**src/rtl/block_acc_pkg.sv**
```systemverilog
// Shared defaults and output-register state type for the block accumulator.
package block_acc_pkg;

    localparam int unsigned DefDataW   = 32;
    localparam int unsigned DefAccW    = 34;
    localparam int unsigned DefBlockLen = 4;

    typedef enum logic {
        StEmpty,
        StFull
    } out_st_e;

endpackage

```
**src/rtl/block_accumulator_if.sv**
```systemverilog
// Sample-in / block-out handshake bundle for block_accumulator.
interface block_accumulator_if
    import block_acc_pkg::*;
#(
    parameter int unsigned DATA_W = DefDataW,
    parameter int unsigned ACC_W  = DefAccW
);

    logic                     in_valid;
    logic                     in_ready;
    logic signed [DATA_W-1:0] in_y;
    logic                     out_valid;
    logic                     out_ready;
    logic signed [ACC_W-1:0]  out_sum;
    logic signed [DATA_W-1:0] out_max;
    logic                     out_ovf;

    modport master (
        output in_valid, in_y, out_ready,
        input  in_ready, out_valid, out_sum, out_max, out_ovf
    );

    modport slave (
        input  in_valid, in_y, out_ready,
        output in_ready, out_valid, out_sum, out_max, out_ovf
    );

endinterface

```
**src/rtl/sat_add.sv**
```systemverilog
// Signed saturating add of a wide accumulator and a narrower sign-extended sample.
module sat_add #(
    parameter int unsigned ACC_W  = 34,
    parameter int unsigned DATA_W = 32
) (
    input  logic signed [ACC_W-1:0]  a_i,
    input  logic signed [DATA_W-1:0] b_i,
    output logic signed [ACC_W-1:0]  sum_o,
    output logic                     clamp_o
);

    logic [ACC_W:0] wide;

    // One guard bit is enough because the sample is narrower than the accumulator.
    always_comb begin
        wide    = {a_i[ACC_W-1], a_i} + {{(ACC_W + 1 - DATA_W){b_i[DATA_W-1]}}, b_i};
        clamp_o = wide[ACC_W] ^ wide[ACC_W-1];
        if (!clamp_o) begin
            sum_o = wide[ACC_W-1:0];
        end else if (wide[ACC_W]) begin
            sum_o = {1'b1, {(ACC_W-1){1'b0}}};
        end else begin
            sum_o = {1'b0, {(ACC_W-1){1'b1}}};
        end
    end

endmodule

```
**src/rtl/block_accumulator.sv**
```systemverilog
// Accumulates BLOCK_LEN signed samples into a saturated sum, max and overflow flag,
// presented through a one-entry output register.
module block_accumulator
    import block_acc_pkg::*;
#(
    parameter int unsigned DATA_W    = DefDataW,
    parameter int unsigned ACC_W     = DefAccW,
    parameter int unsigned BLOCK_LEN = DefBlockLen
) (
    input logic clk,
    input logic rst,
    block_accumulator_if.slave bus_io
);

    localparam int unsigned     CntW    = $clog2(BLOCK_LEN);
    localparam logic [CntW-1:0] LastCnt = CntW'(BLOCK_LEN - 1);

    logic [CntW-1:0]          cnt_q;
    logic signed [ACC_W-1:0]  acc_q;
    logic signed [DATA_W-1:0] max_q;
    logic                     ovf_q;
    out_st_e                  st_q;
    logic signed [ACC_W-1:0]  sum_q;
    logic signed [DATA_W-1:0] omax_q;
    logic                     oovf_q;

    logic                     first, last, accept, full;
    logic signed [ACC_W-1:0]  add_a, sum;
    logic                     clamp;
    logic signed [DATA_W-1:0] max_upd;
    logic                     ovf_upd;

    assign first = (cnt_q == '0);
    assign last  = (cnt_q == LastCnt);
    assign full  = (st_q == StFull);

    // Only the completing sample stalls, and only while the held block is not draining.
    assign bus_io.in_ready = !(last && full && !bus_io.out_ready);
    assign accept          = bus_io.in_valid && bus_io.in_ready;

    // A zero addend on the first sample makes the sum a plain sign-extended load.
    assign add_a = first ? '0 : acc_q;

    sat_add #(
        .ACC_W (ACC_W),
        .DATA_W(DATA_W)
    ) u_sat_add (
        .a_i    (add_a),
        .b_i    (bus_io.in_y),
        .sum_o  (sum),
        .clamp_o(clamp)
    );

    assign max_upd = (first || (bus_io.in_y > max_q)) ? bus_io.in_y : max_q;
    assign ovf_upd = ovf_q | clamp;

    always_ff @(posedge clk or negedge rst) begin
        if (!rst) begin
            cnt_q  <= '0;
            acc_q  <= '0;
            max_q  <= '0;
            ovf_q  <= 1'b0;
            st_q   <= StEmpty;
            sum_q  <= '0;
            omax_q <= '0;
            oovf_q <= 1'b0;
        end else begin
            if (accept) begin
                acc_q <= sum;
                max_q <= max_upd;
                if (last) begin
                    cnt_q <= '0;
                    ovf_q <= 1'b0;
                end else begin
                    cnt_q <= cnt_q + CntW'(1);
                    ovf_q <= ovf_upd;
                end
            end
            unique case (st_q)
                StEmpty: begin
                    if (accept && last) begin
                        st_q   <= StFull;
                        sum_q  <= sum;
                        omax_q <= max_upd;
                        oovf_q <= ovf_upd;
                    end
                end
                StFull: begin
                    if (accept && last) begin
                        sum_q  <= sum;
                        omax_q <= max_upd;
                        oovf_q <= ovf_upd;
                    end else if (bus_io.out_ready) begin
                        st_q <= StEmpty;
                    end
                end
            endcase
        end
    end

    assign bus_io.out_valid = full;
    assign bus_io.out_sum   = sum_q;
    assign bus_io.out_max   = omax_q;
    assign bus_io.out_ovf   = oovf_q;

endmodule

```
**src/flat_wrapper.sv**
```systemverilog
// flat-port wrapper written by rule: the top's interface ports become plain ports
module block_accumulator_flat import block_acc_pkg::*;
#(
    parameter int unsigned DATA_W    = DefDataW,
    parameter int unsigned ACC_W     = DefAccW,
    parameter int unsigned BLOCK_LEN = DefBlockLen
)
  (clk, rst, bus_io_in_valid, bus_io_in_y, bus_io_out_ready, bus_io_in_ready, bus_io_out_valid, bus_io_out_sum, bus_io_out_max, bus_io_out_ovf);
  block_accumulator_if #(.DATA_W(DATA_W), .ACC_W(ACC_W)) bus_io_i ();
  input logic clk;
  input logic rst;
  input wire logic [$bits(bus_io_i.in_valid)-1:0] bus_io_in_valid;
  input wire logic [$bits(bus_io_i.in_y)-1:0] bus_io_in_y;
  input wire logic [$bits(bus_io_i.out_ready)-1:0] bus_io_out_ready;
  output wire logic [$bits(bus_io_i.in_ready)-1:0] bus_io_in_ready;
  output wire logic [$bits(bus_io_i.out_valid)-1:0] bus_io_out_valid;
  output wire logic [$bits(bus_io_i.out_sum)-1:0] bus_io_out_sum;
  output wire logic [$bits(bus_io_i.out_max)-1:0] bus_io_out_max;
  output wire logic [$bits(bus_io_i.out_ovf)-1:0] bus_io_out_ovf;
  assign bus_io_i.in_valid = bus_io_in_valid;
  assign bus_io_i.in_y = bus_io_in_y;
  assign bus_io_i.out_ready = bus_io_out_ready;
  assign bus_io_in_ready = bus_io_i.in_ready;
  assign bus_io_out_valid = bus_io_i.out_valid;
  assign bus_io_out_sum = bus_io_i.out_sum;
  assign bus_io_out_max = bus_io_i.out_max;
  assign bus_io_out_ovf = bus_io_i.out_ovf;
  block_accumulator #(.DATA_W(DATA_W), .ACC_W(ACC_W), .BLOCK_LEN(BLOCK_LEN)) u_core (.clk(clk), .rst(rst), .bus_io(bus_io_i));
endmodule
```
**config.mk**
```make
export PLATFORM = sky130hd
export DESIGN_NAME = block_accumulator_flat
export DESIGN_NICKNAME = d
export VERILOG_FILES = /design/src/rtl/block_acc_pkg.sv /design/src/rtl/block_accumulator_if.sv /design/src/rtl/sat_add.sv /design/src/rtl/block_accumulator.sv /design/src/flat_wrapper.sv
export SDC_FILE = /design/constraint.sdc
export NUM_CORES = 1
export LEC_CHECK = 0
export BUFFER_PORTS_ARGS = -buffer_cell sky130_fd_sc_hd__buf_4
export CAP_MARGIN = 25
export CORE_UTILIZATION = 35
export DETAILED_ROUTE_END_ITERATION = 10
export PLACE_DENSITY = 0.51
export SLEW_MARGIN = 40
export SYNTH_ARGS = -nofsm -noshare
export SYNTH_HDL_FRONTEND = slang
export SYNTH_HIERARCHICAL = 1
export SYNTH_SLANG_ARGS = --single-unit
```
**constraint.sdc**
```tcl
create_clock -name clk -period 7.2 [get_ports clk]
set_clock_uncertainty 0.15 [all_clocks]
set_input_delay 1.08 -clock clk [delete_from_list [all_inputs] [get_ports clk]]
set_output_delay 1.08 -clock clk [all_outputs]
set_load 0.005 [all_outputs]
```
==> impl_metrics.tcl <==
set metrics [dict create \
    num_antenna_cells 0 \
    met2_usage_pct 30.1 \
    hold_path_class "flip-flop to flip-flop" \
    seq_area_frac_synth_pct 37.3 \
    grt_pass1_vias 7556 \
    crit_fanout 37 \
    p_leak_nw 5.40 \
    drc_errors 0 \
    cts_tree "built" \
    synth_edf_count 0 \
    slowest_stage "a2111oi_1" \
    layout_min_cycle_time_ps 4320 \
    dp_hpwl_mm 17.7 \
    slew_headroom_pct 53.1 \
    grtUsageMet1_pct 29.5 \
    report.final.slew_viol_count 0 \
    avgSynthCellArea_um2 8.98 \
    syn_to_final_growth_pct 17.6 \
    cts_buffer_depth 2 \
    crit_arrival_ps 4530 \
    cp-startpoint "u_core/cnt_q[0]" \
    synth.net_count 1128 \
    synth_ff_type "dfrtp_1" \
    grt_pass1_wl_mm 41.4 \
    ys_async_sr_fraction_pct 100 \
    nets 1195 \
    grt_use_met3_pct 3.06 \
    die_x_um 164 \
    cts.sinks 137 \
    ir_drop_uv 281 \
    wl_per_cell_um 17.7 \
    cts.htree.levels 4 \
    cts-root-buf "clkbuf_16" \
    grt_overflow 0 \
    setup_viol 0 \
    dieHeight_um 164 \
    cp_num_cells 16 \
    total_power_w 0.00541 \
    busiest_layer "met2" \
    die_area_mm2 0.0269 \
    rsz0062_at_grt "false" \
    dr.first_iter.drc_count 522 \
    final_core_util_pct 42.5 \
    post-place-ws_ps 2600 \
    clk_pin_slew_ps 60 \
    fp.coreArea_mm2 0.0255 \
    cap_violations 0 \
    start_util_pct 36.1 \
    antenna_left 0 \
    drt-total-wl_mm 25.4 \
    critPathLaunchType "flip-flop" \
    grt_usage_pct 19.9 \
    crit_type "flip-flop to flip-flop" \
    ys_types 69 \
    drive_gt1_share_pct 19.8 \
    synth_area_mm2 0.00919 \
    r2r_slack_ps 2880 \
    netlist_instances 1023 \
    io_buffers 104 \
    vias 7610 \
    cp.required_ps 7410 \
    cts_hold_buffers 0 \
    grt_max_degree 70 \
    post_cts_buffers 0 \
    placementRows 58 \
    place_congestion 0.841 \
    pin_count 105 \
    crit_chain "inv_1 > ha_4 > nor2b_1 > ha_1 > inv_1 > fa_1 > nor2b_1 > o2111ai_1 > a2111oi_1 > o31a_1 > o21ai_2 > a41oi_4 > nand2_4 > a21oi_2 > nand2_1 > nand2_1" \
    crit_buf_inv 2 \
    worstHoldStart "u_core/acc_q[2]" \
    reg2reg_to "u_core/bus_io.out_sum[20]" \
    viasPerCell 5.31 \
    critical_path.top_delay_family "compound AO/OA/AOI/OAI gates" \
    post-route-period-util_pct 60.0 \
    run_status "completed" \
    powerDensity_mw_per_mm2 501 \
    cp-endpoint "u_core/bus_io.out_sum[20]" \
    end_kind "flip-flop" \
    cts_resized 0 \
    reg2reg_depth 16 \
    cts_buffers 17 \
    fin_ws_ps 2880 \
    max_freq_mhz 231 \
    cp_slowest_stage_delay_ps 540 \
    fin_setup_tns_ps 0 \
    ys_ff_latch 137 \
    worstMarginPinSlew_ps 704 \
    antenna_found_initial 1 \
    r2r_start "u_core/cnt_q[0]" \
    dr.pass1.iters 5 \
    yosys_warnings 6 \
    hold_viol 0 \
    clk_latency_ps 420 \
]
[cell type report]
type,count,area (um^2)
Fill cell,2588,14700
Sequential cell,137,3430
Clock inverter,7,138
Multi-Input combinational cell,773,5270
Tap cell,330,413
Clock buffer,25,495
Inverter,47,176
Timing Repair Buffer,114,891
[how the worst min path moves through the flow]
stage          cells after the start               end
5_1_grt                            2  u_core/acc_q[32]
6_report                           2   u_core/acc_q[2]
2_1_floorplan                      2   u_core/acc_q[1]
4_1_cts                            2   u_core/acc_q[2]
3_3_place_gp                       2  u_core/acc_q[33]
3_5_place_dp                       2  u_core/acc_q[33]
[metrics by stage]
stage | hold slack (ps) | area (um^2) | std cells
after floorplan | 288 | 9190 | 1023
after global placement | 301 | 10100 | 1399
after detailed placement | 306 | 10200 | 1401
after CTS | 321 | 10800 | 1433
after global routing | 339 | 10800 | 1433
final | 314 | 10800 | 1433
[cell families (layout without fill, tap and decap cells)]
logic type               Yosys count  in the layout  share of synthesized area [%]
AND/OR/NAND/NOR                  404            404                           21.4
XOR/XNOR                          27             27                           2.57
flip-flops                       137            137                           37.3
AO/OA/AOI/OAI                    238            238                           19.3
buffers and inverters            113            193                           5.72
multiplexers                      34             34                           4.15
adder cells (fa/ha/maj)           70             70                           9.58
[flip-flops by register name, indices dropped and copies added, names as in the netlist]
| register | count |
|---|---|
| u_core/acc_q | 34 |
| u_core/bus_io.out_valid | 1 |
| u_core/max_q | 32 |
| u_core/cnt_q | 2 |
| u_core/bus_io.out_sum | 34 |
| u_core/bus_io.out_max | 32 |
| u_core/bus_io.out_ovf | 1 |
| u_core/ovf_q | 1 |
[layout by cell type (no fill, tap or decap), drive strengths merged, types with 4 or more instances in the layout]
cell    instances
nand2         243
dfrtp         137
buf           114
ha             68
a21oi          56
inv            47
o21ai          47
nor2b          41
a211oi         37
and4           36
a211o          35
mux2           33
nor2           26
clkbuf         25
a21o           17
nand4          14
xnor2          14
xor2           13
nand3          12
o211ai          8
and3            8
and2            6
nand2b          5
bufinv          4
nor3            4
o21bai          4
a31oi           4
or3             4
o21a            4
a221oi          4
[power by group]
group          switching (W)  internal (W)
Sequential          0.000199       0.00114
Combinational        0.00180       0.00131
Clock               0.000341      0.000617
Total                0.00234       0.00307
[worst reg2reg max path, delay by kind of cell, from the launching register on]
kind / cells / cell delay [ps]
buffers and inverters: 2 / 150
and+or+nand+nor: 5 / 920
adders and majority gates: 3 / 900
DFF: 1 / 370
AOI/OAI and AO/OA: 6 / 1790
[cells in the mapped netlist (all sizes together) (4+ instances only)]
library cell / instances / share of area, %
and2: 6 / 0.41
a221oi: 4 / 0.52
a21o: 17 / 1.4
dfrtp: 137 / 37
xnor2: 14 / 1.3
a211o: 35 / 3.3
mux2: 33 / 4.0
a211oi: 37 / 3.0
o21ai: 47 / 3.5
xor2: 13 / 1.2
inv: 47 / 1.9
nand3: 12 / 0.65
nand2: 243 / 10
clkbuf: 34 / 1.4
buf: 32 / 2.4
a21oi: 56 / 3.3
nor3: 4 / 0.22
and3: 8 / 0.65
nor2b: 41 / 2.8
o21a: 4 / 0.34
or3: 4 / 0.27
nand4: 14 / 0.95
nand2b: 5 / 0.34
a31oi: 4 / 0.27
o21bai: 4 / 0.33
nor2: 26 / 1.1
ha: 68 / 9.3
and4: 36 / 3.5
o211ai: 8 / 0.71
[layer usage]
layer  up-vias  wire, um
met1      3712     13200
li1       3753         -
met4         0       278
met3        21       915
met2       124     11000
met5         -         0
Note: power is estimated with default switching activity, not from simulation.
